===== src/rtl/demux4_tdm.sv =====
// demux4_tdm: serial TDM bitstream demultiplexer, four channels.
// Hunts for frame_sync, then reassembles one W-bit word per channel.
module demux4_tdm #(
  parameter int W = 4
) (
  input  logic         clk,
  input  logic         rst_n,
  input  logic         din,
  input  logic         din_valid,
  input  logic         frame_sync,
  output logic [W-1:0] ch0,
  output logic [W-1:0] ch1,
  output logic [W-1:0] ch2,
  output logic [W-1:0] ch3,
  output logic         out_valid,
  output logic         locked,
  output logic         sync_err
);

  localparam int BW = (W > 2) ? $clog2(W) : 1;
  localparam logic [BW-1:0] BIT_LAST = BW'(W - 1);

  typedef enum logic {
    HUNT = 1'b0,
    RUN  = 1'b1
  } state_t;

  state_t state_q, state_d;

  logic [1:0]          slot_q, slot_d;
  logic [BW-1:0]       bit_q, bit_d;
  logic [3:0][W-1:0]   sh_q, sh_d;
  logic [3:0][W-1:0]   ch_q, ch_d;
  logic                ov_q, ov_d;
  logic                se_q, se_d;

  logic capture;
  logic realign;
  logic run_beat;
  logic restart;

  assign capture  = din_valid && frame_sync
                 && (state_q == HUNT);
  assign realign  = din_valid && frame_sync
                 && (state_q == RUN)
                 && (slot_q != 2'd0);
  assign restart  = capture || realign;
  assign run_beat = din_valid && (state_q == RUN)
                 && !realign;

  // State register
  always_ff @(posedge clk or negedge rst_n) begin
    if (!rst_n) begin
      state_q <= HUNT;
    end else begin
      state_q <= state_d;
    end
  end

  // Next state: leave HUNT on the first synced beat, never drop RUN
  always_comb begin
    state_d = state_q;
    if (capture) begin
      state_d = RUN;
    end
  end

  // Datapath next values: restart on sync, else shift and count
  always_comb begin
    slot_d = slot_q;
    bit_d  = bit_q;
    sh_d   = sh_q;
    ch_d   = ch_q;
    ov_d   = 1'b0;
    se_d   = 1'b0;
    unique case (1'b1)
      restart: begin
        sh_d    = '0;
        sh_d[0] = {{(W-1){1'b0}}, din};
        slot_d  = 2'd1;
        bit_d   = '0;
        se_d    = realign;
      end
      run_beat: begin
        sh_d[slot_q] = {sh_q[slot_q][W-2:0], din};
        slot_d       = slot_q + 2'd1;
        if (slot_q == 2'd3) begin
          if (bit_q == BIT_LAST) begin
            bit_d = '0;
            ch_d  = sh_d;
            ov_d  = 1'b1;
          end else begin
            bit_d = bit_q + 1'b1;
          end
        end
      end
      default: begin
        slot_d = slot_q;
      end
    endcase
  end

  // Datapath registers
  always_ff @(posedge clk or negedge rst_n) begin
    if (!rst_n) begin
      slot_q <= '0;
      bit_q  <= '0;
      sh_q   <= '0;
      ch_q   <= '0;
      ov_q   <= 1'b0;
      se_q   <= 1'b0;
    end else begin
      slot_q <= slot_d;
      bit_q  <= bit_d;
      sh_q   <= sh_d;
      ch_q   <= ch_d;
      ov_q   <= ov_d;
      se_q   <= se_d;
    end
  end

  // Outputs straight from registers
  always_comb begin
    locked    = (state_q == RUN);
    out_valid = ov_q;
    sync_err  = se_q;
    ch0       = ch_q[0];
    ch1       = ch_q[1];
    ch2       = ch_q[2];
    ch3       = ch_q[3];
  end

endmodule


===== config.mk =====
export PLATFORM = sky130hd
export DESIGN_NAME = demux4_tdm
export DESIGN_NICKNAME = d
export VERILOG_FILES = /design/src/rtl/demux4_tdm.sv
export SDC_FILE = /design/constraint.sdc
export NUM_CORES = 1
export LEC_CHECK = 0
export CAP_MARGIN = 20
export CELL_PAD_IN_SITES_DETAIL_PLACEMENT = 1
export CELL_PAD_IN_SITES_GLOBAL_PLACEMENT = 2
export CORE_MARGIN = 2
export CORE_UTILIZATION = 34
export CTS_CLUSTER_SIZE = 28
export DETAILED_ROUTE_END_ITERATION = 7
export PLACE_DENSITY = 0.71
export SLEW_MARGIN = 5
export SYNTH_ARGS = -nofsm -noshare
export SYNTH_HDL_FRONTEND = slang
export SYNTH_SLANG_ARGS = --single-unit

===== constraint.sdc =====
create_clock -name clk -period 2 [get_ports clk]
set_input_delay 0.5 -clock clk [delete_from_list [all_inputs] [get_ports clk]]
set_output_delay 0.5 -clock clk [all_outputs]
set_load 0.01 [all_outputs]

; ---- After elaboration in Yosys (flattened, before gate mapping)
; Index checks and enable logic that the tools add are counted.
[totals]
ramBits = 0
rom_bits = 0
word_cells = 48
output_inout_bits = 19
in_bits = 5
latch_bits = 0
n_memories = 0
register_bits = 39
[op_classes]
bitwise_logic = 1
muxes = 14
shift = 0
div = 0
eq_ne = 3
n_addsub = 2
n_lt_le_gt_ge = 2
mul = 0
reduce_logical = 13
[op_table]
columns = operator, n
row1 = 16-bit one-hot mux with 2 select lines, 1
row2 = 16-bit bitwise mux, 1
row3 = 4-bit binary-select mux with 2-bit select, 1
row4 = 4-bit demux with 2-bit select, 1
row5 = 2-bit one-hot mux with 2 select lines, 2
row6 = 1-bit logical AND, 7
row7 = "2-bit by 1-bit adder with 2-bit output, second input constant", 2
row8 = "2-bit equality test, second input constant", 2
row9 = 1-bit 2-to-1 mux, 4
row10 = 2-bit 2-to-1 mux, 2
row11 = 4-bit 2-to-1 mux, 1
row12 = 2-bit nonzero test, 2
row13 = "2-bit by 3-bit < comparator with 1-bit output, second input constant", 1
row14 = 3-bit 2-to-1 mux, 1
row15 = 3-bit AND reduction, 1
row16 = "2-bit by 1-bit greater-or-equal comparator with 1-bit output, second input constant", 1
row17 = "2-bit by 1-bit != test with 1-bit output, second input constant", 1
row18 = 2-bit AND reduction, 1
row19 = 1-bit zero test, 1
row20 = 1-bit logical OR, 1
row21 = 1-bit inverter, 1

; ---- Depth between registers and ports, before layout
[logic_depth]
word_depth = 7
ltp_mapped = 7
depth_no_buf = 5

; ---- Worst setup path after synthesis
; Ideal clock, no wire load.
[synth_timing]
path_type = register to register
from = reg slot_q[0]
to = reg ch_q, in the netlist ch3[1]
required_time_ns = 1.872
path_buffers = 2
arrival_time_ns = 1.789
path_stages_with_launch = 8
synth_period_minus_slack_ns = 1.917
slack_ns = 0.083
path_cell_list = dfrtp_1 -> inv_1 -> ha_1 -> nor2b_1 -> buf_6 -> nor3_4 -> buf_6 -> mux2_1
[synth_between]
elab_chain_cells = 5
[synth_rtl]
columns = element, line
row1 = from (decl), 30  ; logic [1:0] slot_q, slot_d;
row2 = from (signal assigned), 113  ; slot_q <= slot_d;
row3 = "2-bit by 3-bit < comparator with 1-bit output (implied by the code), or another cell as far along", 85  ; sh_d[slot_q] = {sh_q[slot_q][W-2:0], din};
row4 = 1-bit logical AND (on tied branches), "85, 46"
row5 = 4-bit 2-to-1 mux (implied by the code) / 1-bit zero test (equally long branches), "85, 49"
row6 = 4-bit demux with 2-bit select / 1-bit logical AND (equally long branches), "85, 49"
row7 = 16-bit bitwise mux / 3-bit AND reduction (equally long branches), n/a
row8 = to (signal assigned), 116  ; ch_q <= ch_d;
row9 = to (decl), 33  ; logic [3:0][W-1:0] ch_q, ch_d;
; Parallel ways exist; a longest one is shown, timed or not. The select of a mux whose other input is x is not followed.
; A chain may end at the register's enable or synchronous reset.

; ---- Worst setup path after layout
[layout_timing]
from = in din_valid
to = reg ch_q, in the netlist ch3[2]
[layout_between]
elab_chain_cells = 6
[layout_rtl]
columns = element, line
row1 = from (decl), 9  ; input logic din_valid,
row2 = 1-bit logical AND, 44  ; assign realign = din_valid && frame_sync
row3 = 1-bit logical AND, 45  ; && (state_q == RUN)
row4 = 1-bit logical AND, 46  ; && (slot_q != 2'd0);
row5 = 1-bit zero test, 49  ; && !realign;
row6 = 1-bit logical AND *, 49
row7 = 3-bit AND reduction (no line) *, n/a
; Every way passes the cells marked *; elsewhere a longest branch is shown, timed or not.

==> metrics.yaml <==
outcome:
  status: "finished clean"
detailed_routing:
  drt_first_pass_iters: 4
  detail-route-antenna-nets: 0
  vias: 1204
  drt_iter0_drc: 48
  viasPerCell: 5.17
  drt-total-wl_um: 3930
  drc: 0
  avgRoutedWirePerCell_um: 16.9
placement:
  port_buffers: 23
  dp_hpwl_um: 2810
  dpl_cell_area_um2: 2200
  place_inst: 226
  globalplace.congestion: 0.749
clock_tree:
  cts_root_buffer: "clkbuf_8"
  htree_levels: 2
  clock-sinks: 38
  clk_latency_ps: 290
  path_clk_slew_ps: 70
  cts_max_path_buffers: 2
  tritoncts: "built"
  cts-buffers-inserted: 5
yosys:
  synthCells: 121
  synth_area_leaders: "dfrtp_1 (53%), mux2_2 (11%), a32o_1 (7.8%), mux2_4 (7.5%), mux4_2 (3.8%)"
  synth_nets: 131
  syn_area_um2: 1800
  synth_edf_count: 0
  synth_top_area_cell: "dfrtp_1"
  yosysTopAreaCellShare_pct: 53.0
  post_synth_num_cell_types: 24
  ys_ff_latch: 38
  ys_warn_count: 0
  avgSynthCellArea_um2: 14.8
  ys_seq_area_share_pct: 53.0
  synth-async-reset-ratio_pct: 100
  synth_ff_type: "dfrtp_1"
setup_path:
  cp_slowest_cell: "clkdlybuf4s50_1"
  path_buf_inv: 3
  critical_path.cell_chain: "clkdlybuf4s50_1, nand2_2, buf_4, nor3_4, buf_4, mux2_1"
  critPathCaptureType: "flop"
  arrival_ps: 2080
  crit_required_ps: 2170
  worstSetupStartpointType: "primary input"
  crit_cells: 6
  cp_top_family: "buffers and inverters"
  critPathMaxStageDelay_ps: 510
  cp_common_cell: "buf_4"
  cp_max_fo: 7
  reg2regPathDepth: 7
  path_class: "primary input to flop"
timing:
  fin_worst_skew_ps: 6.19
  finalCritPeriodShare_pct: 95.3
  slew_violations: 0
  worstMarginPinSlew_ps: 708
  rsz0062_at_grt: "no"
  setup_violations: 0
  fmax_ghz: 0.525
  hold_viol: 0
  max_slew_margin_pct: 52.7
  layout_min_cycle_time_ps: 1910
floorplanning:
  row_count: 26
  die-height_um: 76.7
  coreArea_um2: 5110
  start_util_pct: 35.2
  die_area_um2: 5880
  io_pins: 24
  die_x_um: 76.7
cells_and_area:
  final_common_cell: "dfrtp_1"
  final_cell_area_um2: 2320
  fin_util_pct: 45.4
  diodes: 0
  instances_no_fill: 233
  multi_input_comb_area_um2: 793
  fin_nets: 173
  final_cell_mix: "dfrtp_1 (38), clkdlybuf4s50_1 (22), mux2_2 (18), buf_4 (18), a32o_1 (14)"
  area_growth_pct: 29.2
  drive_above_1_share_pct: 36.2
  regArea_um2: 951
  fill_cells: 531
global_route:
  grt_overflow: 0
  grt_pass1_wl_um: 6890
  grt_pass1_vias: 1376
  antenna_found_initial: 0
  grt_max_degree: 39
  grt_use_total_pct: 14.7
pwr:
  clock_power_share_pct: 27.0
  power-per-cell-area_nw_per_um2: 1050
  switching_power_uw: 761
  intPower_uw: 1680
  switching_share_pct: 31.1
  pwr-share-comb_pct: 34.0
  vdd_drop_max_mv: 0.460
  power.leakage_uw: 0.00106
  pwr-share-seq_pct: 39.0
run:
  maxCapViolations: 0
min_path:
  hold_class: "primary input to asynchronous set/reset pin"
-- sequential cells by signal, summed over array words and instances (netlist names) --
| name | cells |
|---|---|
| locked | 1 |
| out_valid | 1 |
| sh_q | 15 |
| sync_err | 1 |
| ch0 | 4 |
| slot_q | 2 |
| bit_q | 2 |
| ch2 | 4 |
| ch1 | 4 |
| ch3 | 4 |
-- power groups by stage --
stage	sequential, uW	combinational (uW)	clock (uW)
2_1_floorplan	980	503	0
3_3_place_gp	957	796	0
3_5_place_dp	968	836	0
4_1_cts	952	843	683
5_1_grt	966	923	702
6_report	952	831	659
-- logic make-up after synthesis --
logic type / share of synthesized area [%]
AOI/OAI and AO/OA: 11.8
adders and majority gates: 3.48
buffers and inverters: 3.00
DFF: 53.0
muxes: 25.1
and+or+nand+nor: 3.69
-- path summary, 6_finish.rpt --
check | from | endpoint | slack (ps)
setup / recovery | din_valid | ch3[2] | 90
hold / removal | rst_n | ch0[3] | 250
setup reg to reg | slot_q[0] | ch3[2] | 150
hold reg to reg | ch3[1] | ch3[1] | 480
max in group asynchronous | rst_n | ch1[3] | 1410
min in group clk | ch3[1] | ch3[1] | 480
-- cell type report --
| type | instances | share of cell area, % |
|---|---|---|
| inverter | 4 | 0.647 |
| sequential | 38 | 41.0 |
| clock inverter | 1 | 1.29 |
| multi-input combinational | 73 | 34.2 |
| timing repair buffer | 41 | 15.5 |
| clock buffer | 6 | 3.56 |
| tap | 70 | 3.78 |
-- per-layer routing --
layer	up-vias	wire length, um	track usage, %
met3	2	192	4.35
li1	543	-	-
met2	34	1970	25.2
met4	0	28	3.27
met1	625	1740	18.3
met5	-	0	0
-- cell usage after synthesis, types with 3 or more instances --
master / number
mux4_2: 3
clkbuf_1: 3
mux2_2: 18
nand2_1: 3
ha_1: 5
inv_1: 4
a32o_1: 14
dfrtp_1: 38
mux2_4: 9
mux2_1: 4
o31ai_1: 4
-- per-stage QoR --
step / power [uW] / hold slack (ps) / worst slack [ps] / setup TNS (ps)
5_1_grt: 2590 / 280 / 13.6 / 0
6_report: 2440 / 250 / 94.4 / 0
3_3_place_gp: 1750 / 470 / -205 / -5600
2_1_floorplan: 1480 / 204 / 83.5 / 0
4_1_cts: 2480 / 262 / 90.5 / 0
3_5_place_dp: 1800 / 475 / -308 / -7560
-- worst register-to-register path, stage by stage, from the launching register on --
cell,delay (ps)
dfrtp_1,380
inv_1,130
ha_1,190
nor2b_1,70
buf_4,160
nor3_4,250
buf_4,220
mux2_1,320
-- what timing repair did --
item | in CTS | in global routing
hold buffers | 0 | 0
setup endpoints to repair | 2 | 0
setup buffers | 0 | 0
gates resized for setup | 1 | 0
No activity file was read; power rests on OpenSTA's default activity.
